`src/rtl/fsb16_pkg.sv`:
```
// fsb16_pkg
// Shared definitions for the FSB16 target: the transfer state machine
// encoding, the fsb_size codes and the fixed read turnaround length.
package fsb16_pkg;

    typedef enum logic [2:0] {
        ST_IDLE,
        ST_ADDR_HI,
        ST_WR_D0,
        ST_WR_D1,
        ST_RD_REQ,
        ST_RD_WAIT,
        ST_RD_D0,
        ST_RD_D1
    } fsb_state_e;

    localparam logic FSB_SIZE_16 = 1'b0;
    localparam logic FSB_SIZE_32 = 1'b1;

    // Idle cycles between the second address cycle and the first read data cycle.
    localparam int FSB_RD_TA_CYCLES = 2;

endpackage

```
`src/rtl/fsb16_target.sv`:
```
// fsb16_target
// Responder end of the FSB16 bus. Decodes the two multiplexed address cycles
// and one or two data cycles into a single-cycle local register port, returns
// read data with a fixed two-cycle turnaround, and forwards a local interrupt.
//
// Ports:
//   hclk, hreset_n      bus clock, synchronous active-low reset
//   fsb_cs, fsb_aen     chip select and address enable
//   fsb_wr_n, fsb_size  direction and width, sampled in the first address cycle
//   fsb_ad_in           AD bus input
//   fsb_ad_out/_oe      AD bus drive value and enable (read data cycles only)
//   fsb_error_n         error flag, active low
//   fsb_irq_n           interrupt, active low
//   reg_addr/_be/_wdata local port address, byte enables, write data
//   reg_wr, reg_rd      single-cycle local write / read strobes
//   reg_rdata, reg_err  local read response, valid the cycle after reg_rd
//   irq_req             local level interrupt request
module fsb16_target
    import fsb16_pkg::*;
#(
    parameter logic [31:0] BASE_ADDR = 32'h0000_0000,
    parameter int          ADDR_W    = 12
) (
    input  logic              hclk,
    input  logic              hreset_n,
    input  logic              fsb_cs,
    input  logic              fsb_aen,
    input  logic              fsb_wr_n,
    input  logic              fsb_size,
    input  logic [15:0]       fsb_ad_in,
    output logic [15:0]       fsb_ad_out,
    output logic              fsb_ad_oe,
    output logic              fsb_error_n,
    output logic              fsb_irq_n,
    output logic [ADDR_W-3:0] reg_addr,
    output logic              reg_wr,
    output logic [3:0]        reg_be,
    output logic [31:0]       reg_wdata,
    output logic              reg_rd,
    input  logic [31:0]       reg_rdata,
    input  logic              reg_err,
    input  logic              irq_req
);

    fsb_state_e  state;
    logic [15:0] addr_lo_q;
    logic        size_q;
    logic        wr_n_q;
    logic        hit_q;
    logic        addr_b1_q;
    logic [15:0] wdata_lo_q;
    logic [15:0] rdata_hi_q;
    logic        err_q;
    logic        irq_q;

    logic [31:0] full_addr;
    logic        aligned;
    logic        hit;
    logic [31:0] rd_data;
    logic        rd_err;
    logic [15:0] rd_half;

    // Address decode is only meaningful in ADDR_HI, where fsb_ad_in carries
    // the upper halfword. Read response is only meaningful in RD_WAIT; a miss
    // is answered locally with zero data and an error.
    always_comb begin
        full_addr = {fsb_ad_in, addr_lo_q};
        aligned   = (size_q == FSB_SIZE_32) ? (full_addr[1:0] == 2'b00)
                                            : (full_addr[0] == 1'b0);
        hit       = (full_addr[31:ADDR_W] == BASE_ADDR[31:ADDR_W]) && aligned;
        rd_data   = hit_q ? reg_rdata : 32'h0000_0000;
        rd_err    = hit_q ? reg_err : 1'b1;
        rd_half   = ((size_q == FSB_SIZE_32) || !addr_b1_q) ? rd_data[15:0]
                                                            : rd_data[31:16];
    end

    // Transfer FSM. Bus outputs default to their idle values every cycle and
    // are only raised on the transition into the state that owns them, which
    // makes every abort and the return to IDLE release the AD bus at once.
    always_ff @(posedge hclk) begin
        if (!hreset_n) begin
            state       <= ST_IDLE;
            addr_lo_q   <= '0;
            size_q      <= 1'b0;
            wr_n_q      <= 1'b1;
            hit_q       <= 1'b0;
            addr_b1_q   <= 1'b0;
            wdata_lo_q  <= '0;
            rdata_hi_q  <= '0;
            err_q       <= 1'b0;
            irq_q       <= 1'b0;
            fsb_ad_out  <= '0;
            fsb_ad_oe   <= 1'b0;
            fsb_error_n <= 1'b1;
            reg_addr    <= '0;
            reg_wr      <= 1'b0;
            reg_be      <= '0;
            reg_wdata   <= '0;
            reg_rd      <= 1'b0;
        end else begin
            reg_wr      <= 1'b0;
            reg_rd      <= 1'b0;
            fsb_ad_oe   <= 1'b0;
            fsb_ad_out  <= '0;
            fsb_error_n <= 1'b1;
            irq_q       <= irq_req;

            case (state)
                ST_IDLE: begin
                    if (fsb_cs && fsb_aen) begin
                        addr_lo_q <= fsb_ad_in;
                        size_q    <= fsb_size;
                        wr_n_q    <= fsb_wr_n;
                        state     <= ST_ADDR_HI;
                    end
                end

                ST_ADDR_HI: begin
                    if (fsb_cs && fsb_aen) begin
                        hit_q     <= hit;
                        addr_b1_q <= full_addr[1];
                        reg_addr  <= full_addr[ADDR_W-1:2];
                        if (!wr_n_q) begin
                            fsb_error_n <= hit;
                            state       <= ST_WR_D0;
                        end else begin
                            reg_rd <= hit;
                            state  <= ST_RD_REQ;
                        end
                    end else begin
                        state <= ST_IDLE;
                    end
                end

                ST_WR_D0: begin
                    if (!fsb_cs) begin
                        state <= ST_IDLE;
                    end else if (size_q == FSB_SIZE_32) begin
                        wdata_lo_q  <= fsb_ad_in;
                        fsb_error_n <= hit_q;
                        state       <= ST_WR_D1;
                    end else begin
                        // The strobe lands in the following IDLE cycle, which
                        // may already be the first address cycle of the next transfer.
                        reg_wr <= hit_q;
                        if (hit_q) begin
                            reg_be    <= addr_b1_q ? 4'b1100 : 4'b0011;
                            reg_wdata <= {fsb_ad_in, fsb_ad_in};
                        end
                        state <= ST_IDLE;
                    end
                end

                ST_WR_D1: begin
                    if (fsb_cs) begin
                        reg_wr <= hit_q;
                        if (hit_q) begin
                            reg_be    <= 4'b1111;
                            reg_wdata <= {fsb_ad_in, wdata_lo_q};
                        end
                    end
                    state <= ST_IDLE;
                end

                ST_RD_REQ: begin
                    state <= fsb_cs ? ST_RD_WAIT : ST_IDLE;
                end

                ST_RD_WAIT: begin
                    // The first data halfword is driven straight from the local
                    // response so it is on the bus in the first data cycle.
                    if (fsb_cs) begin
                        rdata_hi_q  <= rd_data[31:16];
                        err_q       <= rd_err;
                        fsb_ad_oe   <= 1'b1;
                        fsb_ad_out  <= rd_half;
                        fsb_error_n <= ~rd_err;
                        state       <= ST_RD_D0;
                    end else begin
                        state <= ST_IDLE;
                    end
                end

                ST_RD_D0: begin
                    if (fsb_cs && (size_q == FSB_SIZE_32)) begin
                        fsb_ad_oe   <= 1'b1;
                        fsb_ad_out  <= rdata_hi_q;
                        fsb_error_n <= ~err_q;
                        state       <= ST_RD_D1;
                    end else begin
                        state <= ST_IDLE;
                    end
                end

                ST_RD_D1: begin
                    state <= ST_IDLE;
                end

                default: begin
                    state <= ST_IDLE;
                end
            endcase
        end
    end

    assign fsb_irq_n = ~irq_q;

endmodule

```
`config.mk`:
```
export PLATFORM = sky130hd
export DESIGN_NAME = fsb16_target
export DESIGN_NICKNAME = d
export VERILOG_FILES = /design/src/rtl/fsb16_pkg.sv /design/src/rtl/fsb16_target.sv
export SDC_FILE = /design/constraint.sdc
export NUM_CORES = 1
export LEC_CHECK = 0
export CAP_MARGIN = 20
export CORE_MARGIN = 2
export CORE_UTILIZATION = 30
export CTS_CLUSTER_SIZE = 28
export DETAILED_ROUTE_END_ITERATION = 8
export GPL_ROUTABILITY_DRIVEN = 0
export SLEW_MARGIN = 10
export SYNTH_ARGS = -nofsm -noshare
export SYNTH_HDL_FRONTEND = slang
export SYNTH_SLANG_ARGS = --single-unit
```
`constraint.sdc`:
```
create_clock -name hclk -period 3.1 [get_ports hclk]
set_clock_uncertainty 0.15 [all_clocks]
set_input_delay 0.31 -clock hclk [delete_from_list [all_inputs] [get_ports hclk]]
set_output_delay 0.31 -clock hclk [all_outputs]
set_load 0.02 [all_outputs]
```
==> impl_metrics.sql, run 1 <==
INSERT INTO impl_metrics (metric_group, metric, value, unit) VALUES
('sta', 'totalNegativeSetupSlack', '0', 'ns'),
('synth', 'synth_ff_type', 'sky130_fd_sc_hd__dfxtp_1', ''),
('synth', 'syn-mean-instance-area', '9.364', 'um^2'),
('critical_path', 'path_delay_family', 'simple AND/OR/NAND/NOR gates', ''),
('hold_path', 'hp-start', 'hreset_n', ''),
('clock_network', 'clkTransAtPathRegs', '0.06', 'ns'),
('sta', 'finalMaxSlewViolations', '0', ''),
('clock_network', 'ctsHtreeMaxLevel', '4', ''),
('grt', 'grt_start_max_net_pins', '84', ''),
('detailed_routing', 'wl', '13.35', 'mm'),
('critical_path', 'worst-r2r-setup-slack', '0.82', 'ns'),
('floorplanning', 'die_y', '133.2', 'um'),
('detailed_routing', 'final_antenna_net_count', '0', ''),
('finish', 'postLayoutCoreUtil', '42.07', '%'),
('floorplanning', 'die_width', '133.2', 'um'),
('hold_path', 'hold_depth', '2', ''),
('detailed_routing', 'drt-pass1-iter-count', '4', ''),
('clock_network', 'insertion_delay', '0.41', 'ns'),
('pwr', 'cellPowerDensity', '533.8', 'mW/mm^2'),
('hold_path', 'worstHoldPathType', 'in2reg', ''),
('clock_network', 'cts_hold_repair.buffers', '0', ''),
('critical_path', 'worst_r2r_start', 'state[2]$_SDFFE_PN0P_', ''),
('clock_network', 'cts_made_buffers', '17', ''),
('sta', 'finalWorstPathRequiredPeriod', '2.280', 'ns'),
('synth', 'yosysSeqAreaShare', '48.35', '%'),
('grt', 'grt.total_usage', '15.23', '%'),
('placement', 'port-buffer-count', '122', ''),
('detailed_routing', 'detailroute.via_count', '4095', ''),
('floorplanning', 'initial_utilization', '30.43', '%'),
('sta', 'hold_viol', '0', ''),
('detailed_routing', 'viasPerCell', '4.680', ''),
('critical_path', 'worst_ep_required_time', '3.25', 'ns'),
('pwr', 'ir_worst_vdd', '0.3733', 'mV'),
('critical_path', 'worst_r2r_path_depth', '4', ''),
('finish', 'area_delta_synth_final', '38.29', '%'),
('synth', 'ys_seq_elements', '121', ''),
('critical_path', 'cp-start-kind', 'register', ''),
('synth', 'post_synth_num_cell_types', '38', ''),
('clock_network', 'cts_resized', '0', ''),
('critical_path', 'worst_setup_path_end_kind', 'register', ''),
('critical_path', 'critPathKind', 'reg2reg', ''),
('grt', 'initial_antenna_violation_count', '0', ''),
('finish', 'layout-drive-gt1-share', '6.565', '%'),
('synth', 'synthesis.instances', '535', ''),
('finish', 'nets', '698', ''),
('synth', 'post_synth_design_cell_area', '0.005010', 'mm^2'),
('placement', 'place_hpwl', '9.140', 'mm'),
('detailed_routing', 'drc_errors', '0', ''),
('critical_path', 'critical_path.n_buffers_inverters', '0', ''),
('finish', 'nFillCells', '1615', ''),
('critical_path', 'crit_chain', 'nand3b_1 > or3_1 > mux2i_1 > nor2b_1', ''),
('clock_network', 'cts_max_path_buffers', '2', ''),
('grt', 'via_count_of_the_first_global_routing_pass', '4009', ''),
('clock_network', 'clockRootBuffer', 'sky130_fd_sc_hd__clkbuf_16', ''),
('clock_network', 'cts_setup_buffers', '0', ''),
('sta', 'final_min_period_over_clock_period', '73.54', '%'),
('grt', 'global_route_wire_length_before_repair', '21.19', 'mm'),
('sta', 'setup_repair_after_global_routing_missed_its_margin', 'false', ''),
('status', 'status', 'finished clean', ''),
('synth', 'post_synthesis_net_count', '591', ''),
('detailed_routing', 'drc_marker_count_from_the_first_detailed_route_iteration', '215', ''),
('sta', 'worst_pin_slew', '1.003', 'ns'),
('synth', 'yosys_warnings', '0', ''),
('floorplanning', 'num_rows', '47', ''),
('critical_path', 'crit_path_max_incr_delay', '0.79', 'ns'),
('flow_run', 'max_cap_violations', '0', ''),
('finish', 'fin_cells', '875', ''),
('detailed_routing', 'route.detailed.wl_per_inst', '15.26', 'um'),
('critical_path', 'reg2reg_capture_point', 'addr_lo_q[4]$_SDFFE_PN0P_', ''),
('floorplanning', 'full_die_area', '0.01775', 'mm^2'),
('sta', 'max_freq', '438.7', 'MHz');
[worst register-to-register path, stage by stage, from the launching register on]
cell and delay (ns):
sky130_fd_sc_hd__dfxtp_1 0.67, sky130_fd_sc_hd__nand3b_1 0.20, sky130_fd_sc_hd__or3_1 0.79, sky130_fd_sc_hd__mux2i_1 0.29, sky130_fd_sc_hd__nor2b_1 0.07
[area by class of cell]
type	instances	area (um^2)	area share (%)
Tap cell	220	275.3	3.973
Clock inverter	10	120.1	1.734
Clock buffer	22	464.2	6.700
Sequential cell	121	2422	34.96
Timing Repair Buffer	130	1289	18.60
Multi-Input combinational cell	369	2346	33.86
Inverter	3	11.26	0.1625
[logic make-up (layout without fill, tap and decap cells)]
group	after synthesis	count (layout)	synth area share, %
flops	121	121	48.35
simple gates	210	210	18.98
buf+inv	45	165	4.845
compound gates	107	107	17.43
mux	52	52	10.39
[worst max path at each step]
stage,from,endpoint,slack (ns),cells past startpoint
after floorplan,fsb_cs,wr_n_q$_SDFFE_PN1P_,1.47,7
final,state[2]$_SDFFE_PN0P_,addr_lo_q[4]$_SDFFE_PN0P_,0.82,4
after CTS,state[2]$_SDFFE_PN0P_,addr_lo_q[8]$_SDFFE_PN0P_,0.82,4
after detailed placement,fsb_cs,addr_lo_q[8]$_SDFFE_PN0P_,0.61,5
after global routing,state[2]$_SDFFE_PN0P_,addr_lo_q[7]$_SDFFE_PN0P_,0.69,4
after global placement,fsb_cs,wr_n_q$_SDFFE_PN1P_,0.66,5
[cells in the mapped netlist (10+ instances only)]
cell,count,area [um^2]
sky130_fd_sc_hd__mux2i_1,52,520.5
sky130_fd_sc_hd__a2bb2oi_1,16,140.1
sky130_fd_sc_hd__buf_2,17,85.08
sky130_fd_sc_hd__o211a_1,18,180.2
sky130_fd_sc_hd__a21boi_0,60,450.4
sky130_fd_sc_hd__nor2_1,19,71.32
sky130_fd_sc_hd__nand2_1,123,461.7
sky130_fd_sc_hd__nor2b_1,20,125.1
sky130_fd_sc_hd__nand3_1,21,105.1
sky130_fd_sc_hd__dfxtp_1,121,2422
sky130_fd_sc_hd__buf_4,10,75.07
sky130_fd_sc_hd__clkbuf_1,13,48.80
[cell usage in the layout (no fill, tap or decap), types with 5 or more instances in the layout]
cell	instances
sky130_fd_sc_hd__nand2_1	123
sky130_fd_sc_hd__dfxtp_1	121
sky130_fd_sc_hd__clkdlybuf4s50_1	121
sky130_fd_sc_hd__a21boi_0	60
sky130_fd_sc_hd__mux2i_1	52
sky130_fd_sc_hd__nand3_1	21
sky130_fd_sc_hd__nor2b_1	20
sky130_fd_sc_hd__nor2_1	19
sky130_fd_sc_hd__o211a_1	18
sky130_fd_sc_hd__clkbuf_16	17
sky130_fd_sc_hd__a2bb2oi_1	16
sky130_fd_sc_hd__buf_4	7
sky130_fd_sc_hd__clkinvlp_4	5
[where the power goes]
| group | switching, mW | internal [mW] |
|---|---|---|
| combinational | 0.0864 | 0.109 |
| sequential | 0.00919 | 1.57 |
| clock | 0.699 | 1.22 |
| total | 0.795 | 2.90 |
[state kept, by name, indices dropped and copies added (netlist names), 2 cells and up]
register    count
addr_lo_q      16
fsb_ad_out     16
state           3
wdata_lo_q     16
reg_wdata      32
reg_be          2
rdata_hi_q     16
reg_addr       10
[through the flow]
step,setup WS [ns],hold WS [ns],cell area (um^2),power (mW)
floorplan,1.474,0.2851,5010,1.694
global placement,0.6571,0.2991,6344,1.804
detailed placement,0.6136,0.3048,6344,1.807
CTS,0.8195,0.1545,6928,3.746
global route,0.6869,0.2054,6928,3.822
finish,0.8203,0.1610,6928,3.698
[routing by layer]
metal  track usage [%]  vias up  share of wire, %
met4             5.142        0               1.3
met5                 0        -                 0
met3             5.213       13               6.6
met1             19.04     1914                46
met2             24.67      113                46
li1                  -     2055                 -
No activity file was read; power rests on OpenSTA's default activity.
==> inputs of run 2 (changes only) <==
- clock period: 3.1 -> 1.97 ns (I/O delays scaled with it)
==> run 2 against run 1 <==
Compared with the run above:
- die area unchanged
- first-iteration DRC count decreased by 19%
- via count increased by 4.7%
- sequential power increased by 57%
- setup slack got worse by 0.61 ns
- clock power increased by 59%
- sequential cell count unchanged
- critical endpoint is now reg_wdata[0]
==> impl_metrics.sql, run 2 (synthesized netlist as in run 1, its figures left out) <==
INSERT INTO impl_metrics (metric_group, metric, value, unit) VALUES
('floorplanning', 'num_rows', '47', ''),
('floorplanning', 'pin_count', '123', ''),
('critical_path', 'cp-start-kind', 'register', ''),
('pwr', 'cellPowerDensity', '810.5', 'mW/mm^2'),
('sta', 'worst_pin_slew', '0.4342', 'ns'),
('sta', 'setup_repair_after_global_routing_missed_its_margin', 'false', ''),
('grt', 'gr-usage-met2', '26.68', '%'),
('finish', 'area_delta_synth_final', '44.71', '%'),
('clock_network', 'tritoncts', 'yes', ''),
('detailed_routing', 'viasPerCell', '4.720', ''),
('grt', 'grt_remaining_overflow', '0', ''),
('sta', 'hold_viol', '0', ''),
('critical_path', 'critical_path.n_buffers_inverters', '1', ''),
('pwr', 'power.leakage', '2.987', 'nW'),
('finish', 'flip_flop_count_of_the_largest_register_all_copies_and_words_added', '32', ''),
('detailed_routing', 'route.detailed.wl_per_inst', '15.10', 'um'),
('hold_path', 'worstHoldPathType', 'in2reg', ''),
('clock_network', 'cts_resized', '0', ''),
('critical_path', 'timing.critical_path.arrival', '1.41', 'ns'),
('clock_network', 'cts_hold_repair.buffers', '0', ''),
('critical_path', 'path_delay_family', 'buffers and inverters', ''),
('pwr', 'ir_worst_vdd', '0.5500', 'mV'),
('grt', 'grt.total_usage', '16.11', '%'),
('placement', 'place_inst', '876', ''),
('critical_path', 'critical-path-slowest-cell', 'sky130_fd_sc_hd__clkdlybuf4s50_1', ''),
('finish', 'nFillCells', '1587', ''),
('sta', 'final_min_period_over_clock_period', '89.30', '%'),
('finish', 'layout-drive-gt1-share', '11.05', '%'),
('floorplanning', 'initial_utilization', '30.43', '%'),
('floorplanning', 'full_die_area', '0.01775', 'mm^2'),
('clock_network', 'insertion_delay', '0.41', 'ns'),
('finish', 'antennaDiodeCount', '0', ''),
('grt', 'initial_antenna_violation_count', '1', ''),
('sta', 'finalWorstPathRequiredPeriod', '1.759', 'ns'),
('grt', 'via_count_of_the_first_global_routing_pass', '4304', ''),
('grt', 'layer_carrying_the_most_global_route_usage', 'met2', ''),
('clock_network', 'ctsHtreeMaxLevel', '4', ''),
('clock_network', 'cts_made_buffers', '17', ''),
('finish', 'largest_register_by_flop_count', 'reg_wdata', ''),
('detailed_routing', 'drc_errors', '0', ''),
('placement', 'place_hpwl', '9.810', 'mm'),
('grt', 'global_route_wire_length_before_repair', '22.45', 'mm'),
('critical_path', 'crit_chain', 'clkdlybuf4s50_1', ''),
('clock_network', 'cts_max_path_buffers', '2', ''),
('grt', 'grt_start_max_net_pins', '40', ''),
('status', 'status', 'finished clean', ''),
('clock_network', 'cts.sinks', '121', ''),
('sta', 'final_setup_violating_endpoints', '0', ''),
('grt', 'gr-usage-met1', '20.21', '%'),
('detailed_routing', 'final_antenna_net_count', '0', ''),
('critical_path', 'worst_ep_required_time', '1.62', 'ns'),
('detailed_routing', 'wl', '13.72', 'mm'),
('critical_path', 'cp_max_fo', '2', ''),
('detailed_routing', 'drt-pass1-iter-count', '4', ''),
('floorplanning', 'die_width', '133.2', 'um'),
('clock_network', 'clockRootBuffer', 'sky130_fd_sc_hd__clkbuf_16', ''),
('finish', 'most-common-layout-cells', 'sky130_fd_sc_hd__nand2_1, sky130_fd_sc_hd__dfxtp_1, sky130_fd_sc_hd__clkdlybuf4s50_1, sky130_fd_sc_hd__a21boi_0, sky130_fd_sc_hd__mux2i_1', ''),
('floorplanning', 'die_y', '133.2', 'um'),
('finish', 'fin_cells', '908', ''),
('finish', 'mostFrequentLayoutCell', 'sky130_fd_sc_hd__nand2_1', ''),
('critical_path', 'crit_path_max_incr_delay', '0.63', 'ns'),
('flow_run', 'max_cap_violations', '0', ''),
('sta', 'max_freq', '568.4', 'MHz'),
('clock_network', 'cts_setup_buffers', '0', ''),
('critical_path', 'worst_setup_path_end_kind', 'output pin', ''),
('sta', 'totalNegativeSetupSlack', '0', 'ns'),
('sta', 'finalMaxSlewViolations', '0', ''),
('detailed_routing', 'drc_marker_count_from_the_first_detailed_route_iteration', '175', ''),
('clock_network', 'clkTransAtPathRegs', '0.05', 'ns'),
('sta', 'slew_headroom', '71.05', '%'),
('placement', 'port-buffer-count', '122', ''),
('finish', 'nets', '731', ''),
('critical_path', 'critPathKind', 'reg2out', ''),
('floorplanning', 'floorplan.core_area', '0.01647', 'mm^2'),
('detailed_routing', 'detailroute.via_count', '4286', ''),
('grt', 'grt.met3_usage', '5.061', '%');
==> run 2: final timing paths <==
path | from | to | depth (start not counted) | slack, ns
worst max-delay path | reg_wdata[0]$_SDFFE_PN0P_ | reg_wdata[0] | 1 | 0.21
worst min-delay path | hreset_n | fsb_error_n$_SDFF_PN1_ | 2 | 0.06
worst max register to register | state[0]$_SDFFE_PN0P_ | hit_q$_SDFFE_PN0P_ | 4 | 0.24
worst min register to register | wdata_lo_q[10]$_SDFFE_PN0P_ | wdata_lo_q[10]$_SDFFE_PN0P_ | 2 | 0.31
==> run 2: stage by stage <==
step / power [mW] / setup slack, ns / util [%] / hold WS, ns / cell area [um^2]
floorplan: 2.665 / 0.3713 / - / 0.1721 / 5010
global placement: 2.878 / 0.007621 / 40.49 / 0.2997 / 6666
detailed placement: 2.880 / 0.006972 / 40.49 / 0.3053 / 6666
CTS: 5.938 / 0.1897 / 44.03 / 0.05858 / 7249
global route: 6.087 / 0.06107 / 44.03 / 0.09078 / 7249
finish: 5.876 / 0.2108 / 44.03 / 0.05998 / 7249
==> run 2: area by class of cell <==
type	instances	area, um^2	share of cell area (%)
sequential	121	2422	33.41
multi-input combinational	369	2346	32.36
timing repair buffer	163	1612	22.23
clock buffer	22	464.2	6.403
tap	220	275.3	3.797
clock inverter	10	118.9	1.640
inverter	3	11.26	0.1553
==> run 2: power breakdown <==
part	internal, mW	switching [mW]	total, mW	leakage, nW
clock	1.93	1.12	3.05	0.277
sequential	2.47	0.0149	2.48	0.977
combinational	0.201	0.145	0.346	1.73
total	4.60	1.28	5.88	2.99
==> run 2: layer usage <==
metal	vias up	part of all wire (%)
met5	-	0.073
met4	2	1.1
met3	19	7.1
met2	144	45
met1	1995	46
li1	2126	-
==> inputs of run 3 (changes only) <==
- GPL_TIMING_DRIVEN: unset -> 0
==> run 3 against run 2 <==
Compared with the run above:
- first-iteration DRC count is 23% lower
- critical endpoint is now wdata_lo_q[12]$_SDFFE_PN0P_
- sequential power hardly changed
- utilization is 0.72 points lower
- fmax is 7.0% lower
- sequential share of layout area is 0.56 points higher
- register-to-register slack worse by 0.16 ns
- clock power hardly changed
- cell area is 1.6% lower
- total power is 0.57% lower
- critical path depth is 5 higher
==> impl_metrics.sql, run 3 (synthesized netlist as in run 1, its figures left out) <==
INSERT INTO impl_metrics (metric_group, metric, value, unit) VALUES
('status', 'status', 'finished clean', ''),
('pwr', 'report.power.total', '5.842', 'mW'),
('critical_path', 'path_common_cell', 'sky130_fd_sc_hd__buf_2', ''),
('grt', 'grt.total_usage', '16.27', '%'),
('clock_network', 'cts.sinks', '121', ''),
('finish', 'nFillCells', '1599', ''),
('pwr', 'clockPowerShare', '51.9', '%'),
('pwr', 'combPwrFrac', '5.6', '%'),
('floorplanning', 'num_rows', '47', ''),
('pwr', 'power.leakage', '2.931', 'nW'),
('finish', 'mostFrequentLayoutCell', 'sky130_fd_sc_hd__nand2_1', ''),
('critical_path', 'reg2reg_capture_point', 'wdata_lo_q[12]$_SDFFE_PN0P_', ''),
('floorplanning', 'floorplan.core_area', '0.01647', 'mm^2'),
('detailed_routing', 'final_antenna_net_count', '0', ''),
('finish', 'nets', '736', ''),
('critical_path', 'worst_ep_required_time', '2.12', 'ns'),
('pwr', 'ir_worst_vdd', '0.5906', 'mV'),
('detailed_routing', 'drc_marker_count_from_the_first_detailed_route_iteration', '135', ''),
('critical_path', 'path_delay_family', 'simple AND/OR/NAND/NOR gates', ''),
('critical_path', 'worst_r2r_start', 'state[1]$_SDFFE_PN0P_', ''),
('placement', 'place_hpwl', '10.35', 'mm'),
('grt', 'via_count_of_the_first_global_routing_pass', '4324', ''),
('hold_path', 'worstHoldPathType', 'in2reg', ''),
('pwr', 'sequential_power_share', '42.5', '%'),
('sta', 'final_setup_violating_endpoints', '0', ''),
('finish', 'postLayoutCellArea', '0.007131', 'mm^2'),
('floorplanning', 'die_y', '133.2', 'um'),
('finish', 'most-common-layout-cells', 'sky130_fd_sc_hd__nand2_1, sky130_fd_sc_hd__dfxtp_1, sky130_fd_sc_hd__clkdlybuf4s50_1, sky130_fd_sc_hd__a21boi_0, sky130_fd_sc_hd__mux2i_1', ''),
('grt', 'grt_start_max_net_pins', '17', ''),
('grt', 'grt_remaining_overflow', '0', ''),
('floorplanning', 'die_width', '133.2', 'um'),
('critical_path', 'cp-start-kind', 'register', ''),
('sta', 'finalMaxSlewViolations', '0', ''),
('critical_path', 'critical-path-slowest-cell', 'sky130_fd_sc_hd__dfxtp_1', ''),
('floorplanning', 'full_die_area', '0.01775', 'mm^2'),
('sta', 'worst_pin_slew', '0.6071', 'ns'),
('sta', 'finalWorstPathRequiredPeriod', '1.891', 'ns'),
('critical_path', 'critPathKind', 'reg2reg', ''),
('sta', 'max_freq', '528.7', 'MHz'),
('finish', 'flip_flop_count_of_the_largest_register_all_copies_and_words_added', '32', ''),
('sta', 'slew_headroom', '59.53', '%'),
('pwr', 'cellPowerDensity', '819.3', 'mW/mm^2'),
('pwr', 'switchingPower', '1.347', 'mW'),
('finish', 'area_delta_synth_final', '42.33', '%'),
('critical_path', 'worst_setup_path_end_kind', 'register', ''),
('critical_path', 'critical_path.n_buffers_inverters', '2', ''),
('clock_network', 'cts_max_path_buffers', '2', ''),
('finish', 'layout-drive-gt1-share', '9.957', '%'),
('critical_path', 'crit_chain', 'buf_2 > nor2b_1 > nand3_1 > buf_2 > nand2_1 > a21boi_0', ''),
('grt', 'global_route_wire_length_before_repair', '22.34', 'mm'),
('clock_network', 'cts_made_buffers', '17', ''),
('critical_path', 'crit_path_max_incr_delay', '0.36', 'ns'),
('floorplanning', 'initial_utilization', '30.43', '%'),
('sta', 'worst_hold_slack', '0.2153', 'ns'),
('critical_path', 'worst-r2r-setup-slack', '0.08', 'ns'),
('detailed_routing', 'drt-pass1-iter-count', '5', ''),
('finish', 'largest_register_by_flop_count', 'reg_wdata', ''),
('finish', 'antennaDiodeCount', '0', ''),
('hold_path', 'hp-start', 'irq_req', ''),
('sta', 'final_min_period_over_clock_period', '96.00', '%'),
('detailed_routing', 'wl', '14.24', 'mm'),
('flow_run', 'max_cap_violations', '0', ''),
('finish', 'fin_cells', '913', ''),
('hold_path', 'worstHoldEndpoint', 'irq_q$_SDFF_PN0_', ''),
('detailed_routing', 'route.detailed.wl_per_inst', '15.59', 'um'),
('placement', 'port-buffer-count', '121', ''),
('clock_network', 'ctsHtreeMaxLevel', '4', ''),
('clock_network', 'clockRootBuffer', 'sky130_fd_sc_hd__clkbuf_16', ''),
('critical_path', 'timing.critical_path.arrival', '2.04', 'ns'),
('grt', 'initial_antenna_violation_count', '0', ''),
('placement', 'place_inst', '876', ''),
('floorplanning', 'pin_count', '123', ''),
('detailed_routing', 'detailroute.via_count', '4297', ''),
('pwr', 'power.switching_fraction', '23.05', '%'),
('detailed_routing', 'drc_errors', '0', ''),
('hold_path', 'hold_depth', '2', ''),
('sta', 'totalNegativeSetupSlack', '0', 'ns'),
('sta', 'hold_viol', '0', ''),
('clock_network', 'tritoncts', 'yes', ''),
('pwr', 'p_int', '4.495', 'mW'),
('clock_network', 'insertion_delay', '0.42', 'ns'),
('detailed_routing', 'viasPerCell', '4.706', ''),
('placement', 'postPlaceCellArea', '0.006496', 'mm^2'),
('critical_path', 'worst_r2r_path_depth', '6', ''),
('critical_path', 'cp_max_fo', '10', ''),
('clock_network', 'clkTransAtPathRegs', '0.06', 'ns');
==> run 3: changes by cell type in the layout (fill, tap and decap cells not counted), sizes merged <==
cell,previous run,this run
inv,4,7
dlygate4sd3,0,1
buf,42,31
bufinv,2,1
clkbuf,22,35
==> run 3: worst register-to-register path, cell delays in order, from the launching register on <==
cell,delay [ns]
sky130_fd_sc_hd__dfxtp_1,0.36
sky130_fd_sc_hd__buf_2,0.20
sky130_fd_sc_hd__nor2b_1,0.28
sky130_fd_sc_hd__nand3_1,0.32
sky130_fd_sc_hd__buf_2,0.30
sky130_fd_sc_hd__nand2_1,0.09
sky130_fd_sc_hd__a21boi_0,0.09
==> run 3: stage by stage <==
step	setup slack, ns	util [%]
finish	0.07873	43.31
global route	-0.03154	43.31
CTS	0.003854	43.05
detailed placement	-0.2772	39.45
global placement	-0.2522	39.45
floorplan	0.3713	-
==> run 3: power groups by stage <==
stage	sequential (mW)	clock (mW)	combinational, mW
after detailed placement	2.53	0	0.327
after CTS	2.48	3.10	0.331
final	2.48	3.03	0.330
after floorplan	2.53	0	0.134
after global placement	2.53	0	0.324
after global routing	2.48	3.20	0.351
==> run 3: layout make-up <==
type                    instances  area [um^2]  area share [%]
inverters                       3        11.26          0.1579
well taps                     220        275.3           3.860
flip-flops and latches        121         2422           33.97
clock buffers                  20        466.7           6.545
clock inverters                12        115.1           1.614
repair buffers                126         1251           17.55
multi-input cells             369         2350           32.95
plain buffers                  42        239.0           3.351
==> run 3: worst max-delay path by stage <==
stage	depth (start not counted)	slack, ns	end	start
floorplan	6	0.37	wr_n_q$_SDFFE_PN1P_	state[2]$_SDFFE_PN0P_
global placement	4	-0.25	fsb_error_n$_SDFF_PN1_	hreset_n
detailed placement	4	-0.28	fsb_error_n$_SDFF_PN1_	hreset_n
CTS	5	0.004	fsb_ad_out[11]$_SDFF_PN0_	state[0]$_SDFFE_PN0P_
global route	6	-0.03	wdata_lo_q[8]$_SDFFE_PN0P_	state[1]$_SDFFE_PN0P_
finish	6	0.08	wdata_lo_q[12]$_SDFFE_PN0P_	state[1]$_SDFFE_PN0P_
==> run 3: metal layers <==
layer	GRT usage [%]	vias up	share of wire, %
li1	-	2140	-
met1	19.64	2011	46
met2	27.40	135	47
met3	5.251	11	6.1
met4	5.556	0	0.93
met5	0	-	0
==> run 3: what timing repair did <==
action | in CTS | in global routing
setup buffers | 0 | 4
hold endpoints to repair | 2 | 0
hold buffers | 1 | 0
gates resized for setup | 0 | 5
endpoints found under the setup margin | 0 | 31
